**src/rtl/lsu_pkg.sv**
```systemverilog
// Shared encodings and helpers for the load/store unit.
// Used by load_store_unit and lsu_lane_align.
package lsu_pkg;

    localparam logic [1:0] SZ_BYTE = 2'b00;
    localparam logic [1:0] SZ_HALF = 2'b01;
    localparam logic [1:0] SZ_WORD = 2'b10;
    localparam logic [1:0] SZ_RSVD = 2'b11;

    typedef enum logic [2:0] {
        ST_IDLE  = 3'd0,
        ST_LOAD  = 3'd1,
        ST_MERGE = 3'd2,
        ST_WRITE = 3'd3,
        ST_RESP  = 3'd4
    } lsu_state_t;

    // Reserved size counts as misaligned so that one check covers every trap case.
    function automatic logic is_misaligned(input logic [1:0] size, input logic [1:0] addr_lo);
        logic bad;
        case (size)
            SZ_BYTE: bad = 1'b0;
            SZ_HALF: bad = addr_lo[0];
            SZ_WORD: bad = (addr_lo != 2'b00);
            default: bad = 1'b1;
        endcase
        return bad;
    endfunction

endpackage

```
**src/rtl/lsu_lane_align.sv**
```systemverilog
// Little-endian lane extract/extend for loads and lane merge for sub-word stores.
// Purely combinational; size must already be one of byte/half/word.
module lsu_lane_align
    import lsu_pkg::*;
(
    input  logic [31:0] rd_word,
    input  logic [1:0]  addr_lo,
    input  logic [1:0]  size,
    input  logic        sign_ext,
    input  logic [31:0] new_data,
    output logic [31:0] load_data,
    output logic [31:0] merge_data
);

    logic [7:0]  lane_b;
    logic [15:0] lane_h;

    always_comb begin
        case (addr_lo)
            2'd0:    lane_b = rd_word[7:0];
            2'd1:    lane_b = rd_word[15:8];
            2'd2:    lane_b = rd_word[23:16];
            default: lane_b = rd_word[31:24];
        endcase
        lane_h = addr_lo[1] ? rd_word[31:16] : rd_word[15:0];
    end

    always_comb begin
        load_data = rd_word;
        case (size)
            SZ_BYTE: load_data = {{24{sign_ext & lane_b[7]}}, lane_b};
            SZ_HALF: load_data = {{16{sign_ext & lane_h[15]}}, lane_h};
            default: load_data = rd_word;
        endcase
    end

    always_comb begin
        merge_data = rd_word;
        case (size)
            SZ_BYTE: begin
                case (addr_lo)
                    2'd0:    merge_data[7:0]   = new_data[7:0];
                    2'd1:    merge_data[15:8]  = new_data[7:0];
                    2'd2:    merge_data[23:16] = new_data[7:0];
                    default: merge_data[31:24] = new_data[7:0];
                endcase
            end
            SZ_HALF: begin
                if (addr_lo[1])
                    merge_data[31:16] = new_data[15:0];
                else
                    merge_data[15:0] = new_data[15:0];
            end
            default: merge_data = new_data;
        endcase
    end

endmodule

```
**src/rtl/load_store_unit.sv**
```systemverilog
// Byte-addressed load/store front end for a word-wide data memory (RMW for sub-word stores).
// LSU_MISALIGN_TRAP_EN: trap misaligned/reserved-size requests instead of force-aligning them.
//
// state    | meaning
// ---------+-----------------------------------------------------------
// ST_IDLE  | ready for a request; latch it on req_valid
// ST_LOAD  | memory read in flight; extended lane registered into resp_rdata
// ST_MERGE | old word read; new lane(s) merged into write buffer
// ST_WRITE | single-cycle memory write of the write buffer
// ST_RESP  | resp_valid pulse, then back to idle
module load_store_unit
    import lsu_pkg::*;
#(
    parameter int ADDR_W = 8
) (
    input  logic              clk,
    input  logic              rst_n,
    input  logic              req_valid,
    output logic              req_ready,
    input  logic              req_write,
    input  logic [1:0]        req_size,
    input  logic              req_signed,
    input  logic [ADDR_W+1:0] req_addr,
    input  logic [31:0]       req_wdata,
    output logic              resp_valid,
    output logic [31:0]       resp_rdata,
    output logic              resp_err,
    output logic              mem_we,
    output logic [ADDR_W-1:0] mem_a,
    output logic [31:0]       mem_wd,
    input  logic [31:0]       mem_rd
);

    lsu_state_t        state, state_nxt;
    logic [1:0]        r_size;
    logic              r_signed;
    logic [1:0]        r_lo;
    logic [31:0]       r_wdata;
    logic [31:0]       wbuf;
    logic [ADDR_W-1:0] a_q;

    logic              req_err;
    logic [1:0]        eff_size;
    logic [ADDR_W+1:0] eff_addr;
    logic [31:0]       load_data;
    logic [31:0]       merge_data;

`ifdef LSU_MISALIGN_TRAP_EN
    always_comb begin
        req_err  = is_misaligned(req_size, req_addr[1:0]);
        eff_size = req_size;
        eff_addr = req_addr;
    end
`else
    // Without trapping, misaligned requests are silently aligned down.
    always_comb begin
        req_err  = 1'b0;
        eff_size = (req_size == SZ_RSVD) ? SZ_WORD : req_size;
        eff_addr = req_addr;
        if (eff_size == SZ_HALF)
            eff_addr[0] = 1'b0;
        else if (eff_size == SZ_WORD)
            eff_addr[1:0] = 2'b00;
    end
`endif

    lsu_lane_align u_align (
        .rd_word    (mem_rd),
        .addr_lo    (r_lo),
        .size       (r_size),
        .sign_ext   (r_signed),
        .new_data   (r_wdata),
        .load_data  (load_data),
        .merge_data (merge_data)
    );

    always_ff @(posedge clk or negedge rst_n) begin
        if (!rst_n)
            state <= ST_IDLE;
        else
            state <= state_nxt;
    end

    always_comb begin
        state_nxt = state;
        case (state)
            ST_IDLE: begin
                if (req_valid) begin
                    if (req_err)
                        state_nxt = ST_RESP;
                    else if (!req_write)
                        state_nxt = ST_LOAD;
                    else if (eff_size == SZ_WORD)
                        state_nxt = ST_WRITE;
                    else
                        state_nxt = ST_MERGE;
                end
            end
            ST_LOAD:  state_nxt = ST_RESP;
            ST_MERGE: state_nxt = ST_WRITE;
            ST_WRITE: state_nxt = ST_RESP;
            ST_RESP:  state_nxt = ST_IDLE;
            default:  state_nxt = ST_IDLE;
        endcase
    end

    always_ff @(posedge clk or negedge rst_n) begin
        if (!rst_n) begin
            r_size     <= SZ_BYTE;
            r_signed   <= 1'b0;
            r_lo       <= 2'b00;
            r_wdata    <= '0;
            wbuf       <= '0;
            a_q        <= '0;
            resp_rdata <= '0;
            resp_err   <= 1'b0;
        end else begin
            case (state)
                ST_IDLE: begin
                    if (req_valid) begin
                        r_size   <= eff_size;
                        r_signed <= req_signed;
                        r_lo     <= eff_addr[1:0];
                        r_wdata  <= req_wdata;
                        if (req_err) begin
                            resp_rdata <= '0;
                            resp_err   <= 1'b1;
                        end else begin
                            a_q <= eff_addr[ADDR_W+1:2];
                            if (req_write && eff_size == SZ_WORD)
                                wbuf <= req_wdata;
                        end
                    end
                end
                ST_LOAD: begin
                    resp_rdata <= load_data;
                    resp_err   <= 1'b0;
                end
                ST_MERGE: wbuf <= merge_data;
                ST_WRITE: begin
                    resp_rdata <= '0;
                    resp_err   <= 1'b0;
                end
                default: ;
            endcase
        end
    end

    assign req_ready  = (state == ST_IDLE);
    assign resp_valid = (state == ST_RESP);
    assign mem_we     = (state == ST_WRITE);
    assign mem_a      = a_q;
    assign mem_wd     = wbuf;

endmodule
```
**config.mk**
```make
export PLATFORM = sky130hd
export DESIGN_NAME = load_store_unit
export DESIGN_NICKNAME = d
export VERILOG_FILES = /design/src/rtl/lsu_pkg.sv /design/src/rtl/lsu_lane_align.sv /design/src/rtl/load_store_unit.sv
export SDC_FILE = /design/constraint.sdc
export NUM_CORES = 1
export LEC_CHECK = 0
export BUFFER_PORTS_ARGS = -buffer_cell sky130_fd_sc_hd__buf_4
export CORE_UTILIZATION = 53
export DETAILED_ROUTE_END_ITERATION = 8
export GPL_TIMING_DRIVEN = 0
export PLACE_DENSITY_LB_ADDON = 0.2
export SYNTH_ARGS = -nofsm -noshare
export SYNTH_HDL_FRONTEND = slang
export SYNTH_SLANG_ARGS = --single-unit
```
**constraint.sdc**
```tcl
create_clock -name clk -period 1.99 [get_ports clk]
set_input_delay 0.398 -clock clk [delete_from_list [all_inputs] [get_ports clk]]
set_output_delay 0.398 -clock clk [all_outputs]
set_load 0.005 [all_outputs]
```
==> out/qor.csv, run 1 <==
stage,metric,value,unit
sta,setup tns final,0,ps
sta,minimum clock period,1950,ps
synthesis,"Seq/Total Area, Yosys",47.1,%
pwr,worst vdd ir,871,µV
setup_path,Critical Path Source,r_lo[1],
synthesis,Synth top area share,47.1,%
setup_path,Critical Path Start Type,flop,
layout,share of cells above drive strength 1,35.0,%
pwr,Internal Power,6.98,mW
sta,hold slack,-41.1,ps
flow_run,max_cap viols,0,
global_route,Congestion Overflow GR,0,
setup_path,crit-path max FO,10,
clocking,clk slew on worst S/H paths,110,ps
layout,nets,828,
pwr,reported net switching power,5.12,mW
layout,fill count,874,
sta,Rel. slew slack,56.0,%
pwr,PD cells,1610,nW/µm²
routing,DR vias,5485,
layout,area of the multi-input gates,2860,µm²
routing,TritonRoute pass-1 iters,5,
sta,count of final setup violators,0,
hold_path,Hold WC Path Type,in -> async,
sta,RSZ-0062 raised after global routing,yes,
die,die footprint,11600,µm²
routing,DR iter-0 viols,385,
status,status,finished with violations,
status,failing checks,hold timing,
sta,Slew Limit Fails,0,
routing,post-route ant nets,0,
global_route,pin count of the biggest net entering global routing,113,
setup_path,reg2reg setup slack,40,ps
die,num rows,38,
synthesis,Synth Instances,584,
synthesis,syn_nets,665,
synthesis,main flop type after synthesis,dfrtp_1,
pwr,P_leak,3.55,nW
synthesis,synthesized flop and latch total,112,
layout,"most common cell after layout, fill and taps aside",buf_4,
pwr,Clk pwr share,10.8,%
sta,Fmax,0.513,GHz
routing,Vias/cell,6.16,
pwr,Sw Share,42.3,%
setup_path,r2r startpoint,r_lo[1],
setup_path,WP data arrival,2230,ps
die,initial core utilization,54.6,%
setup_path,Reg-to-Reg End,mem_wd[24],
setup_path,Setup crit end kind,flop,
clocking,Max H-tree Level,3,
synthesis,Synth Area per Inst,10.2,µm²
clocking,CTS buffer count,9,
sta,Clock Skew,10.7,ps
synthesis,"Cell Area, Synth",5940,µm²
sta,"Hold Violations, Final",27,
placed_design,Buffers on Ports,155,
routing,DRC violations left,0,
clocking,CTS tree,yes,
clocking,Root Buffer,clkbuf_8,
synthesis,post-synth top area cell,dfrtp_1,
die,Die H,108,µm
layout,FF/Latch Area,2800,µm²
sta,"Period Utilization, post-route",98.0,%
layout,Antenna Cells,0,
clocking,CTS Hold Bufs,0,
pwr,total power,12.1,mW
clocking,# clock sinks,112,
synthesis,Cell variety after synth,50,
sta,worst slew pin tran,660,ps
synthesis,Post-synth EDFFs,0,
synthesis,Yosys warning count,0,
layout,Area Overhead vs Synth,26.4,%
clocking,Max Buffers Root-to-Sink,2,
die,Ports,157,
placed_design,Final Wtd Congestion,0.918,
synthesis,Area contributors post-synth,"dfrtp_1 47%, mux2_2 7.8%, mux2i_1 5.4%",
synthesis,fraction of registers with async set/reset,100,%
routing,DR WL/cell,21.8,µm
routing,detailed-route wire length,19400,µm
die,chip width,108,µm
layout,most frequent cells in the layout,"161 x buf_4, 111 x dfrtp_1, 53 x nand2_1, 51 x nor2_1, 42 x o21ai_0",
setup_path,Reg2Reg Depth,6,
global_route,initial antenna violation count,0,
global_route,vias in the first global route,5370,
setup_path,worst setup path class,reg -> reg,
clocking,Worst-Skew Late Latency,380,ps
pwr,sequential share of power,35.4,%
global_route,GRT Util Overall,34.6,%
setup_path,WP data required,2270,ps
die,core area,10900,µm²
layout,fin util,69.0,%
placed_design,DP HPWL,14500,µm
global_route,first-pass GRT wire length,29700,µm
pwr,Comb power frac,53.8,%
==> synthesized netlist by cell type (2+ instances only) <==
master / number
a21oi_1: 20
buf_6: 3
a221oi_1: 18
nand2b_1: 5
a211oi_1: 8
nor3b_2: 2
buf_4: 7
nand3b_1: 2
mux2i_1: 32
buf_2: 16
and3b_1: 9
o211ai_1: 23
mux2_2: 41
nor2_1: 52
dfrtp_1: 112
a22o_1: 21
a221oi_2: 3
a22oi_1: 16
o21ai_0: 42
inv_1: 11
nor3_1: 4
and2_1: 2
or3_1: 3
clkbuf_1: 25
a211o_1: 7
nor3_2: 2
nand2_1: 53
nor2b_1: 2
nand3_1: 9
o22ai_1: 14
==> power by group through the flow <==
stage                     combinational [mW]  sequential (mW)  clock [mW]
after global placement                  6.24             4.26           0
final                                   6.51             4.29        1.30
after floorplan                         3.98             4.05           0
after global routing                    7.07             4.40        1.40
after CTS                               6.42             4.26        1.31
after detailed placement                6.40             4.30           0
==> metal layers <==
metal,vias up,GRT usage [%],routed length [µm]
met5,-,0,0
met4,0,13.9,714
met3,51,5.15,1600
met2,320,55.2,9050
met1,2641,47.4,8050
li1,2473,-,-
==> what timing repair did <==
| action | CTS | global route |
|---|---|---|
| gates resized for setup | 3 | 13 |
| endpoints found under the setup margin | 24 | 41 |
| buffers inserted | 0 | 0 |
| endpoints found under the hold margin | 0 | 0 |
==> worst max path at each step <==
stage                     slack (ps)  cells after the start          end
after global routing              -3                      5    mem_wd[6]
after global placement            -8                      7  r_wdata[18]
after detailed placement         -30                      6   mem_wd[29]
final                             40                      6   mem_wd[24]
after CTS                         30                      6   mem_wd[13]
after floorplan                  250                      7  r_wdata[17]
==> per-stage QoR <==
stage | std cells | worst slack (ps) | instance area [µm²]
global route | 891 | -2.66 | 7510
detailed placement | 879 | -34.8 | 7280
CTS | 891 | 28.5 | 7460
floorplan | 584 | 253 | 5940
finish | 891 | 39.8 | 7510
global placement | 879 | -8.41 | 7280
==> critical path, stage by stage, from the launching register on <==
cell and delay, ps:
dfrtp_1 410, buf_2 280, buf_4 240, nand2_1 280, mux2i_1 310, o211ai_1 140
a22o_1 200
==> registers in the layout, summed over array words and instances (netlist names) <==
signal and cells:
mem_wd 32, r_wdata 32, resp_rdata 32, mem_a 8, state 3, r_lo 2, r_size 2, r_signed 1
==> cells by family after synthesis <==
group	share of synthesized area, %
other cells	0.0631
buf+inv	5.14
compound gates	21.7
flops	47.1
mux	13.5
simple gates	12.4
==> layout make-up <==
type,instances,share of cell area [%]
clock buffers,10,1.83
inverters,11,0.550
multi-input cells,409,38.1
clock inverters,5,0.566
repair buffers,156,15.9
flip-flops and latches,112,37.3
plain buffers,48,3.40
well taps,140,2.33
Note: power is estimated with default switching activity, not from simulation.
==> inputs of run 2 (changes only) <==
- CORE_UTILIZATION: 53 -> 55
- SYNTH_HIERARCHICAL: default -> 1
- clock period: 1.99 -> 2.3 ns (I/O delays scaled with it)
==> run 2 against run 1 <==
Compared with the run above:
- non-clock buffer count increased by 19
- first-iteration DRC count increased by 88%
- final area increased by 13%
- sequential power decreased by 12%
- the flow now finishes without violations
- flip-flop and latch count unchanged
- final cell count increased by 13%
==> out/qor.csv, run 2 <==
stage,metric,value,unit,change
synthesis,most frequent cell after synthesis,nand2_1,,was dfrtp_1
global_route,Congestion Overflow GR,0,,unchanged
setup_path,critical path's largest stage delay,370,ps,was 410 ps
routing,Highest Signal Layer,met4,,unchanged
layout,most frequent cells in the layout,"162 x buf_4, 121 x nand2_1, 112 x dfrtp_1, 55 x nor2b_1, 41 x o21ai_0",,"was 161 x buf_4, 111 x dfrtp_1, 53 x nand2_1, 51 x nor2_1, 42 x o21ai_0"
placed_design,placed cell areas,8150,µm²,was 7280 µm²
layout,final instance area,8470,µm²,was 7510 µm²
clocking,Root Buffer,clkbuf_16,,was clkbuf_8
clocking,CTS tree,yes,,unchanged
pwr,P_leak,3.82,nW,was 3.55 nW
synthesis,post-synth top area cell,dfrtp_1,,unchanged
pwr,PD cells,1470,nW/µm²,was 1610 nW/µm²
synthesis,"Seq/Total Area, Yosys",41.2,%,was 47.1%
setup_path,r2r startpoint,state[1],,was r_lo[1]
layout,"most common cell after layout, fill and taps aside",buf_4,,unchanged
sta,Slew Limit Fails,0,,unchanged
setup_path,Critical Path Start Type,flop,,unchanged
layout,Area Overhead vs Synth,24.5,%,was 26.4%
routing,DRC violations left,0,,unchanged
setup_path,Critical Path Source,state[1],,was r_lo[1]
global_route,pin count of the biggest net entering global routing,113,,unchanged
setup_path,reg2reg setup slack,240,ps,was 40 ps
pwr,total power,12.5,mW,was 12.1 mW
routing,post-route ant nets,0,,unchanged
status,status,completed,,was finished with violations
setup_path,Reg2Reg Depth,5,,was 6
die,initial core utilization,56.6,%,was 54.6%
synthesis,Post-synth EDFFs,0,,unchanged
hold_path,Hold WC Path Type,in -> async,,unchanged
sta,worst slew pin tran,685,ps,was 660 ps
routing,Vias/cell,6.39,,was 6.16
routing,DR vias,6449,,was 5485
clocking,clk slew on worst S/H paths,70,ps,was 110 ps
synthesis,"Cell Area, Synth",6800,µm²,was 5940 µm²
synthesis,synthesized flop and latch total,112,,unchanged
synthesis,main flop type after synthesis,dfrtp_1,,unchanged
global_route,first-pass GRT wire length,33700,µm,was 29700 µm
pwr,worst vdd ir,764,µV,was 871 µV
setup_path,Worst path slowest cell,dfrtp_1,,unchanged
sta,"Hold Violations, Final",0,,was 27
global_route,GRT Util Overall,35.0,%,was 34.6%
synthesis,Cell variety after synth,46,,was 50
synthesis,syn_nets,774,,was 665
synthesis,Synth Instances,693,,was 584
sta,count of final setup violators,0,,unchanged
synthesis,Area contributors post-synth,"dfrtp_1 41%, nand2_1 6.7%, mux2_1 6.6%",,"was dfrtp_1 47%, mux2_2 7.8%, mux2i_1 5.4%"
sta,Clock Skew,6.78,ps,was 10.7 ps
setup_path,WP data required,1840,ps,was 2270 ps
synthesis,Synth top area share,41.2,%,was 47.1%
sta,hold slack,37.4,ps,was -41.1 ps
synthesis,fraction of registers with async set/reset,100,%,unchanged
routing,DR WL met3,1770,µm,was 1600 µm
placed_design,Buffers on Ports,155,,unchanged
sta,Fmax,0.455,GHz,
sta,setup tns final,0,ps,unchanged
layout,share of cells above drive strength 1,26.9,%,was 35.0%
flow_run,max_cap viols,0,,unchanged
sta,RSZ-0062 raised after global routing,no,,was yes
setup_path,worst setup path class,reg -> out,,was reg -> reg
synthesis,most frequent cells after synthesis,"121 x nand2_1, 112 x dfrtp_1, 55 x nor2b_1",,"was 112 x dfrtp_1, 53 x nand2_1, 52 x nor2_1"
clocking,Max Buffers Root-to-Sink,2,,unchanged
synthesis,Yosys warning count,6,,was 0
sta,"Period Utilization, post-route",95.6,%,
sta,minimum clock period,2200,ps,
placed_design,Final Wtd Congestion,0.973,,was 0.918
global_route,vias in the first global route,6122,,was 5370
global_route,initial antenna violation count,0,,unchanged
sta,Rel. slew slack,54.2,%,was 56.0%
die,num rows,40,,was 38
layout,nets,939,,was 828
routing,detailed-route wire length,21800,µm,was 19400 µm
die,core area,12000,µm²,was 10900 µm²
routing,metal2 WL,10300,µm,was 9050 µm
synthesis,Synth Area per Inst,9.81,µm²,was 10.2 µm²
die,Die H,113,µm,was 108 µm
setup_path,WP data arrival,1740,ps,was 2230 ps
routing,met1 wire length,9040,µm,was 8050 µm
clocking,# clock sinks,112,,unchanged
die,die footprint,12800,µm²,was 11600 µm²
setup_path,crit-path max FO,10,,unchanged
layout,Antenna Cells,0,,unchanged
clocking,CTS buffer count,9,,unchanged
clocking,Max H-tree Level,3,,unchanged
die,chip width,113,µm,was 108 µm
setup_path,Critical Path End,resp_valid,,was mem_wd[24]
routing,DR WL/cell,21.6,µm,was 21.8 µm
setup_path,Setup crit end kind,output port,,was flop
setup_path,Reg-to-Reg End,mem_wd[1],,was mem_wd[24]
setup_path,crit path cell chain,clkbuf_2 > clkbuf_1 > nor3b_1 > buf_4,,was buf_2 > buf_4 > nand2_1 > mux2i_1 > o211ai_1 > a22o_1
routing,DR iter-0 viols,722,,was 385
routing,TritonRoute pass-1 iters,7,,was 5
die,Ports,157,,unchanged
placed_design,DP HPWL,16600,µm,was 14500 µm
clocking,Worst-Skew Late Latency,360,ps,was 380 ps
==> run 2: cell types whose count changed after synthesis, moves of 21 or more <==
cell      previous run  this run
nand2_1             53       121
nor2_1              52        11
nor2b_1              2        55
nand4_1              0        32
a22o_1              21         0
mux2_1               0        40
a222oi_1             0        32
mux2_2              41        13
==> run 2: per-stage QoR <==
| step | setup WS [ps] | util [%] | cells |
|---|---|---|---|
| after floorplan | 625 | - | 693 |
| final | 102 | 70.5 | 1009 |
| after global placement | 95.1 | 67.8 | 995 |
| after CTS | 110 | 70.2 | 1008 |
| after global routing | 42.0 | 70.5 | 1009 |
| after detailed placement | 47.2 | 67.8 | 995 |
==> run 2: metal layers <==
layer,up-vias,GRT usage (%)
met5,-,0
met4,0,12.6
li1,2890,-
met2,364,56.8
met3,46,6.86
met1,3149,46.7
==> run 2: worst min path at each step <==
stage                      to  slack [ps]  cells past startpoint
2_1_floorplan        mem_a[0]         160                      0
4_1_cts              mem_a[1]         310                      2
6_report       resp_rdata[20]          40                      1
3_5_place_dp   resp_rdata[24]         470                      2
5_1_grt        resp_rdata[21]          80                      1
3_3_place_gp    resp_rdata[4]         460                      2
==> run 2: kinds of logic after synthesis <==
group           after synthesis  share of synthesized area (%)
compound gates              147                           16.5
buf+inv                      75                           5.80
flops                       112                           41.2
mux                          94                           16.2
other cells                   1                         0.0552
simple gates                264                           20.3
==> run 2: where the power goes <==
| part | leakage (nW) | switching (mW) | internal (mW) |
|---|---|---|---|
| combinational | 2.34 | 3.74 | 3.37 |
| sequential | 1.34 | 0.820 | 2.95 |
| clock | 0.142 | 0.725 | 0.844 |
==> run 2: area by class of cell <==
| type | instances | area (µm²) |
|---|---|---|
| multi-input combinational | 506 | 3600 |
| fill | 940 | 3550 |
| sequential | 112 | 2800 |
| timing repair buffer | 156 | 1190 |
| buffer | 67 | 367 |
| clock buffer | 9 | 225 |
| tap | 147 | 184 |
| clock inverter | 6 | 68.8 |
| inverter | 6 | 22.5 |
==> run 2: repair_timing <==
item / 4_1_cts / 5_1_grt
hold buffers: 0 / 0
buffers inserted: 0 / 0
resized for setup: 1 / 0
hold endpoints to repair: 0 / 0
setup endpoints to repair: 1 / 0
==> run 2: worst max-delay path, delay by kind of cell (launching register included) <==
kind	cells	cell delay, ps
buf+inv	3	720
flops	1	370
simple gates	1	300
